## src/rtl/demux1to2_32_if.sv

```systemverilog
// demux1to2_32_if: handshake bundle between one producer, the 1-to-2 demux
// and its two consumers.
//   in_valid/in_sel/in_data/in_ready : producer side, in_sel=1 -> a, 0 -> b
//   a_valid/a_data/a_ready           : consumer a
//   b_valid/b_data/b_ready           : consumer b
//   a_count/b_count                  : FIFO occupancy 0..2
//   a_total/b_total                  : words delivered per output, wrapping
// Modport slave is the demux; master is the producer/consumer environment.
interface demux1to2_32_if #(
    parameter int unsigned WIDTH = 32
);
    logic             in_valid;
    logic             in_sel;
    logic [WIDTH-1:0] in_data;
    logic             in_ready;

    logic             a_valid;
    logic [WIDTH-1:0] a_data;
    logic             a_ready;
    logic             b_valid;
    logic [WIDTH-1:0] b_data;
    logic             b_ready;

    logic [1:0]       a_count;
    logic [1:0]       b_count;
    logic [31:0]      a_total;
    logic [31:0]      b_total;

    modport slave (
        input  in_valid, in_sel, in_data, a_ready, b_ready,
        output in_ready, a_valid, a_data, b_valid, b_data,
               a_count, b_count, a_total, b_total
    );

    modport master (
        output in_valid, in_sel, in_data, a_ready, b_ready,
        input  in_ready, a_valid, a_data, b_valid, b_data,
               a_count, b_count, a_total, b_total
    );
endinterface

```

## src/rtl/demux1to2_32.sv

```systemverilog
// demux1to2_32: registered 1-to-2 demultiplexer. Each accepted word is steered
// by in_sel into a private 2-entry FIFO (1 -> a, 0 -> b); each FIFO drains to
// its own consumer with valid/ready. Pop counts per output wrap modulo 2^32.
//   clk, rst : rising-edge clock, asynchronous active-high reset
//   bus      : demux1to2_32_if.slave (producer, consumer a, consumer b,
//              occupancy and delivered-word totals)
module demux1to2_32 #(
    parameter int unsigned WIDTH = 32
) (
    input  logic                 clk,
    input  logic                 rst,
    demux1to2_32_if.slave        bus
);
    localparam int unsigned DEPTH = 2;
    localparam int unsigned CNT_W = 2;
    localparam int unsigned TOT_W = 32;

    // FIFO a state
    logic [WIDTH-1:0] a_mem [DEPTH];
    logic             a_wptr;
    logic             a_rptr;
    logic [CNT_W-1:0] a_cnt;
    logic [TOT_W-1:0] a_tot;

    // FIFO b state
    logic [WIDTH-1:0] b_mem [DEPTH];
    logic             b_wptr;
    logic             b_rptr;
    logic [CNT_W-1:0] b_cnt;
    logic [TOT_W-1:0] b_tot;

    logic a_full_c, b_full_c;
    logic in_ready_c, accept_c;
    logic a_push_c, a_pop_c, b_push_c, b_pop_c;

    // Handshake decode; in_ready sees only in_sel and registered occupancy,
    // so a full FIFO refuses a push even when it pops in the same cycle.
    always_comb begin
        a_full_c   = (a_cnt == CNT_W'(DEPTH));
        b_full_c   = (b_cnt == CNT_W'(DEPTH));
        in_ready_c = bus.in_sel ? !a_full_c : !b_full_c;
        accept_c   = bus.in_valid && in_ready_c;
        a_push_c   = accept_c && bus.in_sel;
        b_push_c   = accept_c && !bus.in_sel;
        a_pop_c    = (a_cnt != CNT_W'(0)) && bus.a_ready;
        b_pop_c    = (b_cnt != CNT_W'(0)) && bus.b_ready;
    end

    // FIFO a storage, pointers, occupancy and delivered total
    always_ff @(posedge clk or posedge rst) begin
        if (rst) begin
            for (int i = 0; i < DEPTH; i++) a_mem[i] <= '0;
            a_wptr <= 1'b0;
            a_rptr <= 1'b0;
            a_cnt  <= '0;
            a_tot  <= '0;
        end else begin
            if (a_push_c) begin
                a_mem[a_wptr] <= bus.in_data;
                a_wptr        <= ~a_wptr;
            end
            if (a_pop_c) begin
                a_rptr <= ~a_rptr;
                a_tot  <= a_tot + TOT_W'(1);
            end
            case ({a_push_c, a_pop_c})
                2'b10:   a_cnt <= a_cnt + CNT_W'(1);
                2'b01:   a_cnt <= a_cnt - CNT_W'(1);
                default: a_cnt <= a_cnt;
            endcase
        end
    end

    // FIFO b storage, pointers, occupancy and delivered total
    always_ff @(posedge clk or posedge rst) begin
        if (rst) begin
            for (int i = 0; i < DEPTH; i++) b_mem[i] <= '0;
            b_wptr <= 1'b0;
            b_rptr <= 1'b0;
            b_cnt  <= '0;
            b_tot  <= '0;
        end else begin
            if (b_push_c) begin
                b_mem[b_wptr] <= bus.in_data;
                b_wptr        <= ~b_wptr;
            end
            if (b_pop_c) begin
                b_rptr <= ~b_rptr;
                b_tot  <= b_tot + TOT_W'(1);
            end
            case ({b_push_c, b_pop_c})
                2'b10:   b_cnt <= b_cnt + CNT_W'(1);
                2'b01:   b_cnt <= b_cnt - CNT_W'(1);
                default: b_cnt <= b_cnt;
            endcase
        end
    end

    // Outputs come straight from registered state; data is the head slot.
    assign bus.in_ready = in_ready_c;
    assign bus.a_valid  = (a_cnt != CNT_W'(0));
    assign bus.a_data   = a_mem[a_rptr];
    assign bus.b_valid  = (b_cnt != CNT_W'(0));
    assign bus.b_data   = b_mem[b_rptr];
    assign bus.a_count  = a_cnt;
    assign bus.b_count  = b_cnt;
    assign bus.a_total  = a_tot;
    assign bus.b_total  = b_tot;
endmodule

```

## src/flat_wrapper.sv

```systemverilog
// flat-port wrapper written by rule: the top's interface ports become plain ports
module demux1to2_32_flat 
#(
    parameter int unsigned WIDTH = 32
)
  (clk, rst, bus_in_valid, bus_in_sel, bus_in_data, bus_a_ready, bus_b_ready, bus_in_ready, bus_a_valid, bus_a_data, bus_b_valid, bus_b_data, bus_a_count, bus_b_count, bus_a_total, bus_b_total);
  demux1to2_32_if #(.WIDTH(WIDTH)) bus_i ();
  input  logic clk;
  input  logic rst;
  input wire logic [$bits(bus_i.in_valid)-1:0] bus_in_valid;
  input wire logic [$bits(bus_i.in_sel)-1:0] bus_in_sel;
  input wire logic [$bits(bus_i.in_data)-1:0] bus_in_data;
  input wire logic [$bits(bus_i.a_ready)-1:0] bus_a_ready;
  input wire logic [$bits(bus_i.b_ready)-1:0] bus_b_ready;
  output wire logic [$bits(bus_i.in_ready)-1:0] bus_in_ready;
  output wire logic [$bits(bus_i.a_valid)-1:0] bus_a_valid;
  output wire logic [$bits(bus_i.a_data)-1:0] bus_a_data;
  output wire logic [$bits(bus_i.b_valid)-1:0] bus_b_valid;
  output wire logic [$bits(bus_i.b_data)-1:0] bus_b_data;
  output wire logic [$bits(bus_i.a_count)-1:0] bus_a_count;
  output wire logic [$bits(bus_i.b_count)-1:0] bus_b_count;
  output wire logic [$bits(bus_i.a_total)-1:0] bus_a_total;
  output wire logic [$bits(bus_i.b_total)-1:0] bus_b_total;
  assign bus_i.in_valid = bus_in_valid;
  assign bus_i.in_sel = bus_in_sel;
  assign bus_i.in_data = bus_in_data;
  assign bus_i.a_ready = bus_a_ready;
  assign bus_i.b_ready = bus_b_ready;
  assign bus_in_ready = bus_i.in_ready;
  assign bus_a_valid = bus_i.a_valid;
  assign bus_a_data = bus_i.a_data;
  assign bus_b_valid = bus_i.b_valid;
  assign bus_b_data = bus_i.b_data;
  assign bus_a_count = bus_i.a_count;
  assign bus_b_count = bus_i.b_count;
  assign bus_a_total = bus_i.a_total;
  assign bus_b_total = bus_i.b_total;
  demux1to2_32 #(.WIDTH(WIDTH)) u_core (.clk(clk), .rst(rst), .bus(bus_i));
endmodule
```

## config.mk

```make
export PLATFORM = sky130hd
export DESIGN_NAME = demux1to2_32_flat
export DESIGN_NICKNAME = d
export VERILOG_FILES = /design/src/rtl/demux1to2_32_if.sv /design/src/rtl/demux1to2_32.sv /design/src/flat_wrapper.sv
export SDC_FILE = /design/constraint.sdc
export NUM_CORES = 1
export LEC_CHECK = 0
export BUFFER_PORTS_ARGS = -buffer_cell sky130_fd_sc_hd__buf_2
export CAP_MARGIN = 40
export CELL_PAD_IN_SITES_DETAIL_PLACEMENT = 0
export CELL_PAD_IN_SITES_GLOBAL_PLACEMENT = 1
export CORE_ASPECT_RATIO = 1.4
export CORE_MARGIN = 4
export CORE_UTILIZATION = 35
export DETAILED_ROUTE_END_ITERATION = 7
export PLACE_DENSITY = 0.65
export SLEW_MARGIN = 30
export SYNTH_ARGS = -nofsm -noshare
export SYNTH_HDL_FRONTEND = slang
export SYNTH_SLANG_ARGS = --single-unit
```

## constraint.sdc

```tcl
create_clock -name clk -period 10.39 [get_ports clk]
set_clock_uncertainty 0.15 [all_clocks]
set_input_delay 1.5585 -clock clk [delete_from_list [all_inputs] [get_ports clk]]
set_output_delay 1.5585 -clock clk [all_outputs]
set_load 0.05 [all_outputs]
```

# [After elaboration in Yosys (flattened, before gate mapping)]
# Cells that the tools add are included.
[totals] elab_cells=67 register_bits=200 inputBits=38 out_inout_bits=135
[classes] order_cmp=6 n_mux=15 n_eq_ne=6 reduce_logical=14 n_bitwise=8 add_sub_neg=6
[op_table] op="$mux 32" n=8
[op_table] op="$bwmux 64" n=2
[op_table] op="$add 32x1->32 const B" n=2
[op_table] op="$demux 32 s1" n=2
[op_table] op="$eq 2x2->1 const B" n=4
[op_table] op="$ge 2x2->1 const B" n=4
[op_table] op="$not 1->2" n=4
[op_table] op="$pmux 2 s2" n=2
[op_table] op="$reduce_bool 2->1" n=4
[op_table] op="$logic_and 1x1->1" n=7
[op_table] op="$add 2x1->2 const B" n=2
[op_table] op="$eq 2x1->1 const B" n=2
[op_table] op="$lt 2x1->1 const B" n=2
[op_table] op="$not 1->1" n=4
[op_table] op="$sub 2x1->2 const B" n=2
[op_table] op="$logic_not 1->1" n=3
[op_table] op="$mux 1" n=1

# [Depth between registers and ports, before layout]
# Gate-level depths: netlist of the first run.
[logic_depth] ltp_word=7 mapped_depth=7 mapped_depth_nobuf=7

# [Worst setup path before layout of the first run]
# No wires, ideal clock.
[synth_path] path_type="input -> output" from="input port bus_in_sel" to="output port bus_in_ready" required_ns=8.682 path_slack_ns=6.689 path_stages=1 n_path_buf=0 arrival_ns=1.992 path_cell_list="mux2_2"
[synth_between] elab_chain_len=1
[synth_rtl] item="start: declaration" line="flat_wrapper.sv:11" source="input wire logic [$bits(bus_i.in_sel)-1:0] bus_in_sel;"
[synth_rtl] item="$mux 1" line="demux1to2_32.sv:41" source="in_ready_c = bus.in_sel ? !a_full_c : !b_full_c;"
[synth_rtl] item="end: declaration" line="flat_wrapper.sv:15" source="output wire logic [$bits(bus_i.in_ready)-1:0] bus_in_ready;"
# Every way passes these cells.

# [Worst setup path in the final report of the first run]
# Ends and elaborated chain as after synthesis.

==> flow_metrics.tcl, run 1 <==
set metrics [dict create \
    critPathRequiredTime_ns 8.68 \
    synthDominantCellAreaShare_pct 56.4 \
    routed_via_density 4.96 \
    firstDrtPassIters 4 \
    syn-instance-count 631 \
    die_area_um2 28000 \
    setup.reg_to_reg.worst_slack_ns 7.86 \
    rr_endpoint "u_core.a_mem[35]" \
    rsz0062_at_grt "no" \
    post_route_cells_drive_above_1_share_pct 50.7 \
    yosys_register_bits 200 \
    max_freq_mhz 255 \
    timing_worst_setup_path_type "in2out" \
    pd_cells_nw_per_um2 352 \
    antenna_found_initial 1 \
    r2r_cells 5 \
    dominant_cell_type_by_area_after_synthesis "sky130_fd_sc_hd__dfrtp_1" \
    crit_path_cell_trace "buf_2 -> mux2_2 -> buf_2" \
    n_fill_cell 2336 \
    synthesis.area_per_instance_um2 14.1 \
    dp.cells 1102 \
    core_um2 24800 \
    vias_in_the_first_global_route 6246 \
    final_hold_vios 0 \
    synth.mux.area_fraction_pct 24.5 \
    die_x_um 143 \
    place.gp.congestion 0.806 \
    postCtsSetupBuffers 0 \
    route.vias.total 5624 \
    timing.final.setup_violations 0 \
    synthesized_net_count 673 \
    dr.first_iter.drc_count 175 \
    dominant_combinational_cell_family_by_area_after_synthesis "multiplexers" \
    cts_tree "built" \
    die-height_um 196 \
    area_used_by_multi_input_combinational_logic_um2 3720 \
    route.antenna.remaining_nets 0 \
    routedWlPerCell_um 18.3 \
    global_route.usage.total_pct 15.3 \
    antenna_cells_inserted 0 \
    grt_first_pass_wirelength_um 33800 \
    initial_core_util_pct 35.7 \
    fin_util_pct 43.4 \
    peakVddDrop_uv 250 \
    design_power_uw 3790 \
    crit_path_start_kind "primary input" \
    cp.arrival_ns 2.22 \
    relSlewSlack_pct 46.6 \
    cts_hold_repair.buffers 0 \
    cts_max_path_buffers 2 \
    final_min_period_over_clock_period_pct 37.8 \
    grt_residual_overflow 0 \
    synth-seq-area-share_pct 56.4 \
    synthAdderAreaFrac_pct 0.564 \
    synthSimpleGateAreaFrac_pct 9.24 \
    run_status "finished clean" \
    worst_setup_hold_path_clk_slew_ns 0.07 \
    dp.final_hpwl_um 14700 \
    min_delay_path_depth 1 \
    number_of_nets_in_the_final_layout 849 \
    hold_path_startpoint "u_core.bus.b_total[31]" \
    tightest_slew_ns 0.795 \
    critPathSlowestCell "sky130_fd_sc_hd__mux2_2" \
    cts_max_level 4 \
    post_synth_num_cell_types 36 \
    yosysWarningCount 0 \
    num_rows 68 \
    register_area_um2 5010 \
    cp_max_fo 5 \
    cpLargestDelayFamily "multiplexers" \
    final.hold.worst_slack_ns 0.322 \
    layout.cells.non_filler 1134 \
    synth-xor-area-share_pct 7.10 \
    fin_setup_tns_ns 0 \
    critical_path_buf_inv_count 2 \
    cts_inserted_buffers 17 \
    clkLatencyLatePin_ns 0.43 \
    grt_max_degree 120 \
    critPathCaptureType "output pin" \
    worst_path_largest_cell_delay_ns 0.33 \
    post_synth_main_area_contributors "sky130_fd_sc_hd__dfrtp_1 (56%), sky130_fd_sc_hd__mux2_2 (23%), sky130_fd_sc_hd__xnor2_1 (4.0%)" \
    drv_cap 0 \
    cts.sinks 200 \
    area.growth.synth_to_final_pct 21.4 \
    worstHoldEndpoint "u_core.bus.b_total[31]" \
    worst_hold_path_type "reg2reg" \
    io_buffer_count 172 \
    final-max-slew-violation-count 0 \
    reg2reg_from "u_core.bus.a_count[0]" \
    finalWorstPathRequiredPeriod_ns 3.93 \
    cp_dominant_cell_by_count "sky130_fd_sc_hd__buf_2" \
    wl_um 20800 \
    ioPinCount 173 \
    post_cts_resize_count 0 \
    power.static_leakage_uw 0.00510 \
    syn_area_um2 8880 \
    detail_route.drc_violations 0 \
    synth_compound_gate_area_share_pct 0.409 \
    ctsRootBufferMaster "sky130_fd_sc_hd__clkbuf_16" \
]
layout by cell type, fill, tap and decap left out, types with 2 or more instances in the layout:
| cell type | instances |
|---|---|
| sky130_fd_sc_hd__nand4_2 | 2 |
| sky130_fd_sc_hd__nor4_4 | 2 |
| sky130_fd_sc_hd__mux2_2 | 182 |
| sky130_fd_sc_hd__nand4_4 | 2 |
| sky130_fd_sc_hd__xor2_1 | 31 |
| sky130_fd_sc_hd__nand2b_1 | 2 |
| sky130_fd_sc_hd__clkinv_4 | 3 |
| sky130_fd_sc_hd__xnor2_1 | 41 |
| sky130_fd_sc_hd__buf_2 | 172 |
| sky130_fd_sc_hd__and2_1 | 5 |
| sky130_fd_sc_hd__nor2_1 | 9 |
| sky130_fd_sc_hd__buf_8 | 2 |
| sky130_fd_sc_hd__nand2_1 | 27 |
| sky130_fd_sc_hd__buf_12 | 3 |
| sky130_fd_sc_hd__nor3_1 | 9 |
| sky130_fd_sc_hd__clkbuf_8 | 2 |
| sky130_fd_sc_hd__dfrtp_2 | 2 |
| sky130_fd_sc_hd__bufinv_16 | 3 |
| sky130_fd_sc_hd__dfrtp_1 | 198 |
| sky130_fd_sc_hd__nor3b_1 | 2 |
| sky130_fd_sc_hd__or2_2 | 2 |
| sky130_fd_sc_hd__nor2_4 | 2 |
| sky130_fd_sc_hd__buf_4 | 4 |
| sky130_fd_sc_hd__nor4_2 | 5 |
| sky130_fd_sc_hd__inv_1 | 7 |
| sky130_fd_sc_hd__ha_1 | 4 |
| sky130_fd_sc_hd__nor4_1 | 4 |
| sky130_fd_sc_hd__nand4_1 | 12 |
| sky130_fd_sc_hd__clkinvlp_4 | 2 |
| sky130_fd_sc_hd__clkbuf_16 | 17 |
| sky130_fd_sc_hd__mux2_1 | 11 |
| sky130_fd_sc_hd__nand3_1 | 18 |
| sky130_fd_sc_hd__and4_1 | 8 |
| sky130_fd_sc_hd__and3_1 | 9 |
| sky130_fd_sc_hd__clkbuf_1 | 2 |
layer usage:
metal / routed length, um / track usage, % / vias to the layer above
met5: 12 / 0 / -
met4: 362 / 5.14 / 2
met3: 1230 / 4.25 / 25
met2: 10700 / 26.4 / 151
met1: 8460 / 18.3 / 2864
li1: - / - / 2582
sequential cells by signal (all words and copies together) (netlist names):
| name | cells |
|---|---|
| u_core.a_wptr | 1 |
| u_core.bus.a_count | 2 |
| u_core.b_wptr | 1 |
| u_core.b_rptr | 1 |
| u_core.bus.a_total | 32 |
| u_core.bus.b_count | 2 |
| u_core.a_rptr | 1 |
| u_core.bus.b_total | 32 |
| u_core.a_mem | 64 |
| u_core.b_mem | 64 |
synthesized netlist by cell type:
master and number:
sky130_fd_sc_hd__and4_1 8, sky130_fd_sc_hd__nand2b_1 2, sky130_fd_sc_hd__nand2_1 27, sky130_fd_sc_hd__and3_1 9
sky130_fd_sc_hd__xor2_1 31, sky130_fd_sc_hd__dfrtp_1 200, sky130_fd_sc_hd__buf_2 7, sky130_fd_sc_hd__and2_0 1
sky130_fd_sc_hd__nor4b_4 1, sky130_fd_sc_hd__nor3b_1 2, sky130_fd_sc_hd__nand3_2 1, sky130_fd_sc_hd__o2111a_1 1
sky130_fd_sc_hd__o211a_4 1, sky130_fd_sc_hd__xnor2_1 41, sky130_fd_sc_hd__inv_1 8, sky130_fd_sc_hd__nor4_4 2
sky130_fd_sc_hd__nor2_1 9, sky130_fd_sc_hd__nor4_2 5, sky130_fd_sc_hd__nand4_2 2, sky130_fd_sc_hd__buf_4 8
sky130_fd_sc_hd__nor4_1 4, sky130_fd_sc_hd__nand3b_1 1, sky130_fd_sc_hd__nand4b_1 1, sky130_fd_sc_hd__nand3_1 18
sky130_fd_sc_hd__nand4_1 12, sky130_fd_sc_hd__clkbuf_1 10, sky130_fd_sc_hd__and2_1 5, sky130_fd_sc_hd__nor3_1 9
sky130_fd_sc_hd__o211ai_1 1, sky130_fd_sc_hd__or2_2 2, sky130_fd_sc_hd__mux2_2 182, sky130_fd_sc_hd__nand4_4 2
sky130_fd_sc_hd__nor2_2 2, sky130_fd_sc_hd__ha_1 4, sky130_fd_sc_hd__mux2_1 11, sky130_fd_sc_hd__and4_4 1
report_power, final:
group | leakage [uW] | switching, uW | internal, uW
Sequential | 0.00247 | 202 | 1070
Clock | 0.000290 | 288 | 392
Combinational | 0.00234 | 1210 | 625
area by class of cell:
| type | instances | area share (%) |
|---|---|---|
| Clock inverter | 10 | 1.35 |
| Inverter | 8 | 0.348 |
| Sequential cell | 200 | 46.5 |
| Multi-Input combinational cell | 398 | 34.5 |
| Timing Repair Buffer | 182 | 9.36 |
| Clock buffer | 21 | 4.27 |
| Tap cell | 315 | 3.66 |
cells by family (layout without fill, tap and decap cells):
group                    count (synthesis)  count (layout)
AO/OA/AOI/OAI                            3               3
XOR/XNOR                                72              72
adder cells (fa/ha/maj)                  4               4
buffers and inverters                   33             221
flip-flops                             200             200
multiplexers                           193             193
AND/OR/NAND/NOR                        126             126
worst reg2reg max path: cells and delay by family, from the launching register on:
family                 cells  cell delay [ns]
buffers and inverters      1             0.42
muxes                      1             0.39
DFF                        1             0.48
and+or+nand+nor            3             0.97
how the worst max path moves through the flow:
stage / start / to / slack, ns / cells past startpoint
finish: bus_in_sel / bus_in_ready / 6.46 / 3
global route: bus_in_sel / bus_in_ready / 6.43 / 3
CTS: bus_in_sel / bus_in_ready / 6.46 / 3
detailed placement: bus_in_sel / bus_in_ready / 6.47 / 3
global placement: bus_in_sel / bus_in_ready / 6.47 / 3
floorplan: rst / u_core.a_mem[0] / 3.23 / 1
through the flow:
| step | instance area, um2 | worst slack (ns) |
|---|---|---|
| floorplan | 8880 | 3.23 |
| CTS | 10700 | 6.46 |
| finish | 10800 | 6.46 |
| global route | 10800 | 6.43 |
| global placement | 10100 | 6.47 |
| detailed placement | 10100 | 6.47 |
Power figures use the tool's default switching activity.
==> inputs of run 2 (changes only) <==
--- a/config.mk
+++ b/config.mk
@@ -13,7 +13,7 @@
 export CORE_MARGIN = 4
 export CORE_UTILIZATION = 35
 export DETAILED_ROUTE_END_ITERATION = 7
-export PLACE_DENSITY = 0.65
+export PLACE_DENSITY = 0.67
 export SLEW_MARGIN = 30
 export SYNTH_ARGS = -nofsm -noshare
 export SYNTH_HDL_FRONTEND = slang
==> constraint.sdc (replaced) <==
create_clock -name clk -period 3.2 [get_ports clk]
set_clock_uncertainty 0.15 [all_clocks]
set_input_delay 0.48 -clock clk [delete_from_list [all_inputs] [get_ports clk]]
set_output_delay 0.48 -clock clk [all_outputs]
set_load 0.05 [all_outputs]
==> run 2 against run 1 <==
  * Clock-buffer cell count increased by 1
  * Via count decreased by 1.6%
  * Sequential share of layout area about the same
  * Critical endpoint is now bus_a_data[28]
==> flow_metrics.tcl, run 2 (same netlist as run 1, synthesis figures left out) <==
set metrics [dict create \
    final_min_period_over_clock_period_pct 79.3 \
    cts_tree "built" \
    grt_most_used_layer "met2" \
    critPathSlowestCell "sky130_fd_sc_hd__buf_4" \
    run_status "finished clean" \
    power.static_leakage_uw 0.00512 \
    relSlewSlack_pct 48.4 \
    cpLargestDelayFamily "buffers and inverters" \
    n_fill_cell 2325 \
    io_buffer_count 172 \
    fin_setup_tns_ns 0 \
    die_area_um2 28000 \
    post_route_cells_drive_above_1_share_pct 50.5 \
    wl_um 20100 \
    dp.cells 1103 \
    grt_use_met3_pct 4.30 \
    clkLatencyLatePin_ns 0.43 \
    dpl-instance-area_um2 10100 \
    cp.arrival_ns 1.91 \
    critPathRequiredTime_ns 2.57 \
    layout.cells.non_filler 1138 \
    post_cts_resize_count 0 \
    final_hold_vios 0 \
    top_library_cells_by_usage_in_the_layout_fill_and_taps_aside "sky130_fd_sc_hd__dfrtp_1 (200), sky130_fd_sc_hd__mux2_2 (182), sky130_fd_sc_hd__buf_2 (172), sky130_fd_sc_hd__xnor2_1 (41), sky130_fd_sc_hd__xor2_1 (31)" \
    design_area_um2 10800 \
    finalWorstPathRequiredPeriod_ns 2.54 \
    firstDrtPassIters 5 \
    pd_cells_nw_per_um2 1140 \
    initial_core_util_pct 35.7 \
    cts_max_path_buffers 2 \
    num_rows 68 \
    critPathCaptureType "output pin" \
    layout.cells.most_common "sky130_fd_sc_hd__dfrtp_1" \
    route.vias.total 5532 \
    critical_path_buf_inv_count 2 \
    routedWlPerCell_um 17.6 \
    ctsRootBufferMaster "sky130_fd_sc_hd__clkbuf_16" \
    grt_first_pass_wirelength_um 32400 \
    max_freq_mhz 394 \
    grt_residual_overflow 0 \
    core_um2 24800 \
    ioPinCount 173 \
    use_met1_pct 18.3 \
    cp_max_fo 31 \
    worst_setup_hold_path_clk_slew_ns 0.07 \
    globalRouteMet2Util_pct 24.9 \
    detail_route.drc_violations 0 \
    crit_path_cell_trace "buf_4 -> mux2_2 -> buf_2" \
    global_route.usage.total_pct 14.7 \
    timing_worst_setup_path_type "reg2out" \
    dp.final_hpwl_um 13800 \
    peakVddDrop_uv 844 \
    number_of_nets_in_the_final_layout 852 \
    grt_max_degree 171 \
    dr.first_iter.drc_count 195 \
    crit_path_start_kind "flop" \
    worst_hold_path_type "in2reg" \
    register_area_um2 5000 \
    area_used_by_multi_input_combinational_logic_um2 3720 \
    cts_max_level 4 \
    antenna_found_initial 1 \
    vias_in_the_first_global_route 5843 \
    tightest_slew_ns 0.768 \
    route.antenna.remaining_nets 0 \
    routed_via_density 4.86 \
    rsz0062_at_grt "no" \
    antenna_cells_inserted 0 \
    worst_path_largest_cell_delay_ns 0.45 \
    timing.final.setup_violations 0 \
    cts_inserted_buffers 17 \
    die_x_um 143 \
    biggestRegsByFlops "u_core.a_mem (64), u_core.b_mem (64)" \
    place.gp.congestion 0.724 \
    final-max-slew-violation-count 0 \
    area.growth.synth_to_final_pct 21.4 \
    drv_cap 0 \
    die-height_um 196 \
    cts.sinks 200 \
]
-- run 2: cell types whose count changed in the layout (fill, tap and decap cells not counted) --
| cell | change |
|---|---|
| sky130_fd_sc_hd__clkinv_2 | +1 |
| sky130_fd_sc_hd__inv_8 | -1 |
| sky130_fd_sc_hd__clkbuf_8 | +1 |
| sky130_fd_sc_hd__buf_6 | +1 |
| sky130_fd_sc_hd__buf_8 | -2 |
| sky130_fd_sc_hd__buf_12 | -1 |
| sky130_fd_sc_hd__dlygate4sd3_1 | +1 |
| sky130_fd_sc_hd__dfrtp_1 | +2 |
| sky130_fd_sc_hd__buf_4 | +4 |
| sky130_fd_sc_hd__dfrtp_2 | -2 |
-- run 2: layout make-up --
cell class | instances | share of cell area, %
Clock buffer | 22 | 4.40
Clock inverter | 10 | 1.32
Inverter | 8 | 0.313
Multi-Input combinational cell | 398 | 34.5
Sequential cell | 200 | 46.4
Tap cell | 315 | 3.66
Timing Repair Buffer | 185 | 9.37
-- run 2: per-stage QoR --
| stage | hold WS, ns | util, % | total power (uW) | setup slack, ns |
|---|---|---|---|---|
| 6_report | 0.165 | 43.4 | 12200 | 0.664 |
| 2_1_floorplan | 0.304 | - | 8780 | -0.0183 |
| 5_1_grt | 0.146 | 43.4 | 12900 | 0.547 |
| 4_1_cts | 0.0256 | 43.2 | 12400 | 0.594 |
| 3_3_place_gp | 0.310 | 40.7 | 10000 | 0.930 |
| 3_5_place_dp | 0.305 | 40.7 | 10100 | 0.874 |
-- run 2: path summary, 6_finish.rpt --
check	startpoint	to	slack (ns)	depth (start not counted)
setup / recovery	u_core.a_rptr	bus_a_data[28]	0.66	3
hold / removal	bus_in_data[8]	u_core.b_mem[8]	0.17	2
setup reg to reg	u_core.bus.b_count[0]	u_core.b_mem[55]	1.00	5
hold reg to reg	u_core.bus.a_total[31]	u_core.bus.a_total[31]	0.32	1
max in group asynchronous	rst	u_core.bus.b_total[15]	1.46	5
min in group asynchronous	rst	u_core.b_mem[2]	0.50	4
-- run 2: where the power goes --
part	switching [uW]	total [uW]	internal [uW]
Clock	951	2250	1300
Combinational	3950	5960	2010
Sequential	543	4030	3480
Total	5450	12200	6790
-- run 2: per-layer routing --
metal / vias to the layer above / wire length (um)
li1: 2587 / -
met1: 2808 / 8430
met2: 119 / 10200
met3: 16 / 1200
met4: 2 / 231
met5: - / 13
-- run 2: repair_timing --
action / CTS / global route
endpoints found under the setup margin: 0 / 0
hold endpoints to repair: 0 / 15
buffers inserted: 0 / 0
hold buffers: 0 / 1
==> inputs of run 3 (changes only) <==
==> constraint.sdc (replaced) <==
create_clock -name clk -period 2.1 [get_ports clk]
set_clock_uncertainty 0.15 [all_clocks]
set_input_delay 0.315 -clock clk [delete_from_list [all_inputs] [get_ports clk]]
set_output_delay 0.315 -clock clk [all_outputs]
set_load 0.05 [all_outputs]
==> run 3 against run 2 <==
  * The run now ends with setup timing left
  * Hold slack got worse by 0.14 ns
  * Design area rose by 9.9%
  * First-iteration DRC count rose by 2.6%
==> flow_metrics.tcl, run 3 (same netlist as run 1, synthesis figures left out) <==
set metrics [dict create \
    dp.final_hpwl_um 14000 \
    crit_path_start_kind "flop" \
    grt_residual_overflow 0 \
    critPathCaptureType "output pin" \
    setup.reg_to_reg.worst_slack_ns 0.25 \
    global_route.usage.total_pct 15.8 \
    worst_setup_hold_path_clk_slew_ns 0.07 \
    power.switching_fraction_pct 42.2 \
    routed_via_density 4.89 \
    route.antenna.remaining_nets 0 \
    cp.arrival_ns 1.66 \
    biggestRegsByFlops "u_core.a_mem (64), u_core.b_mem (64)" \
    pwr-share-clk_pct 15.1 \
    relSlewSlack_pct 59.2 \
    rsz0062_at_grt "yes" \
    drv_cap 0 \
    initial_core_util_pct 35.7 \
    core_um2 24800 \
    dr.first_iter.drc_count 200 \
    part_of_the_total_power_dissipated_in_combinational_logic_pct 55.4 \
    cts_max_level 4 \
    internal_power_uw 12100 \
    vias_in_the_first_global_route 6261 \
    die_area_um2 28000 \
    tightest_slew_ns 0.612 \
    cts_max_path_buffers 2 \
    routedWlPerCell_um 18.0 \
    num_rows 68 \
    grt_first_pass_wirelength_um 35000 \
    fin_setup_tns_ns -0.333 \
    timing_worst_setup_path_type "reg2out" \
    power.static_leakage_uw 0.00560 \
    netSwitchingPower_uw 8840 \
    antenna_cells_inserted 0 \
    wl_um 21400 \
    n_fill_cell 2270 \
    ioPinCount 173 \
    firstDrtPassIters 4 \
    timing.final.ws_setup_ns -0.0259 \
    die_x_um 143 \
    cts.sinks 200 \
    max_freq_mhz 470 \
    cts_tree "built" \
    cp_max_fo 8 \
    final_hold_vios 0 \
    top_library_cells_by_usage_in_the_layout_fill_and_taps_aside "sky130_fd_sc_hd__dfrtp_1 (196), sky130_fd_sc_hd__mux2_2 (158), sky130_fd_sc_hd__buf_2 (108), sky130_fd_sc_hd__buf_6 (46), sky130_fd_sc_hd__xnor2_1 (41)" \
    finalWorstPathRequiredPeriod_ns 2.13 \
    critPathRequiredTime_ns 1.63 \
    cts_inserted_buffers 17 \
    post_route_cells_drive_above_1_share_pct 50.7 \
    number_of_nets_in_the_final_layout 898 \
    route.vias.total 5789 \
    io_buffer_count 172 \
    final_min_period_over_clock_period_pct 101 \
    die-height_um 196 \
    area.growth.synth_to_final_pct 33.4 \
    timing.final.setup_violations 31 \
    run_status "finished with violations" \
    worst_hold_path_type "in2reg" \
    place.gp.congestion 0.734 \
    seq_pwr_share_pct 29.5 \
    clkLatencyLatePin_ns 0.43 \
    detail_route.drc_violations 0 \
    violations "setup timing" \
    layout.cells.most_common "sky130_fd_sc_hd__dfrtp_1" \
    pd_cells_nw_per_um2 1770 \
    grt_max_degree 103 \
    peakVddDrop_uv 1570 \
    final-max-slew-violation-count 0 \
    antenna_found_initial 1 \
    ctsRootBufferMaster "sky130_fd_sc_hd__clkbuf_16" \
    detailedPlace.worstSlack_ns 0.188 \
]
[run 3: metal layers]
metal | vias to the layer above | wire, um | global-route usage [%]
met2 | 121 | 10900 | 27.0
met3 | 18 | 1180 | 4.32
li1 | 2676 | - | -
met5 | - | 13 | 0
met4 | 2 | 230 | 4.02
met1 | 2972 | 8990 | 20.0
[run 3: layout make-up]
cell class                 count  area (um2)  share of cell area, %
sequential                   200        5010                   42.3
multi-input combinational    398        3820                   32.2
timing repair buffer         231        2030                   17.2
clock buffer                  22         464                   3.92
tap                          315         394                   3.33
clock inverter                10        93.8                  0.792
inverter                       8        33.8                  0.285
[run 3: final timing paths]
path                                              from                endpoint  cells after the start
min in group asynchronous                          rst   u_core.bus.b_count[1]                      4
worst min-delay path                   bus_in_data[20]        u_core.a_mem[20]                      2
worst min register to register  u_core.bus.a_total[31]  u_core.bus.a_total[31]                      1
worst max register to register   u_core.bus.a_count[0]        u_core.a_mem[57]                      5
worst max-delay path                     u_core.a_rptr           bus_a_data[2]                      4
max in group asynchronous                          rst        u_core.b_mem[56]                      4
[run 3: repair_timing]
item,4_1_cts,5_1_grt
pin swaps,0,0
gates resized for setup,159,22
hold buffers,25,0
setup buffers,7,0
endpoints found under the setup margin,64,60
hold endpoints to repair,286,0
gates cloned,4,0
[run 3: power groups by stage]
stage / Sequential, uW / Combinational, uW / Clock, uW
finish: 6190 / 11600 / 3160
global route: 6390 / 12200 / 3430
CTS: 6180 / 11500 / 3280
detailed placement: 6230 / 9360 / 0
global placement: 6170 / 9300 / 0
floorplan: 6500 / 6890 / 0
[run 3: worst max-delay path: stages (launching register included)]
cell                      delay [ns]
sky130_fd_sc_hd__dfrtp_2        0.45
sky130_fd_sc_hd__buf_6          0.15
sky130_fd_sc_hd__buf_16         0.16
sky130_fd_sc_hd__mux2_4         0.32
sky130_fd_sc_hd__buf_8          0.15
[run 3: through the flow]
step	instances	total power (uW)	util (%)	area (um2)	hold slack, ns
final	1184	20900	47.7	11800	0.0281
after CTS	1185	21000	47.4	11800	0.000290
after floorplan	631	13400	-	8890	0.297
after global routing	1184	22000	47.7	11800	0.00606
after detailed placement	1117	15600	41.5	10300	0.302
after global placement	1117	15500	41.5	10300	0.305
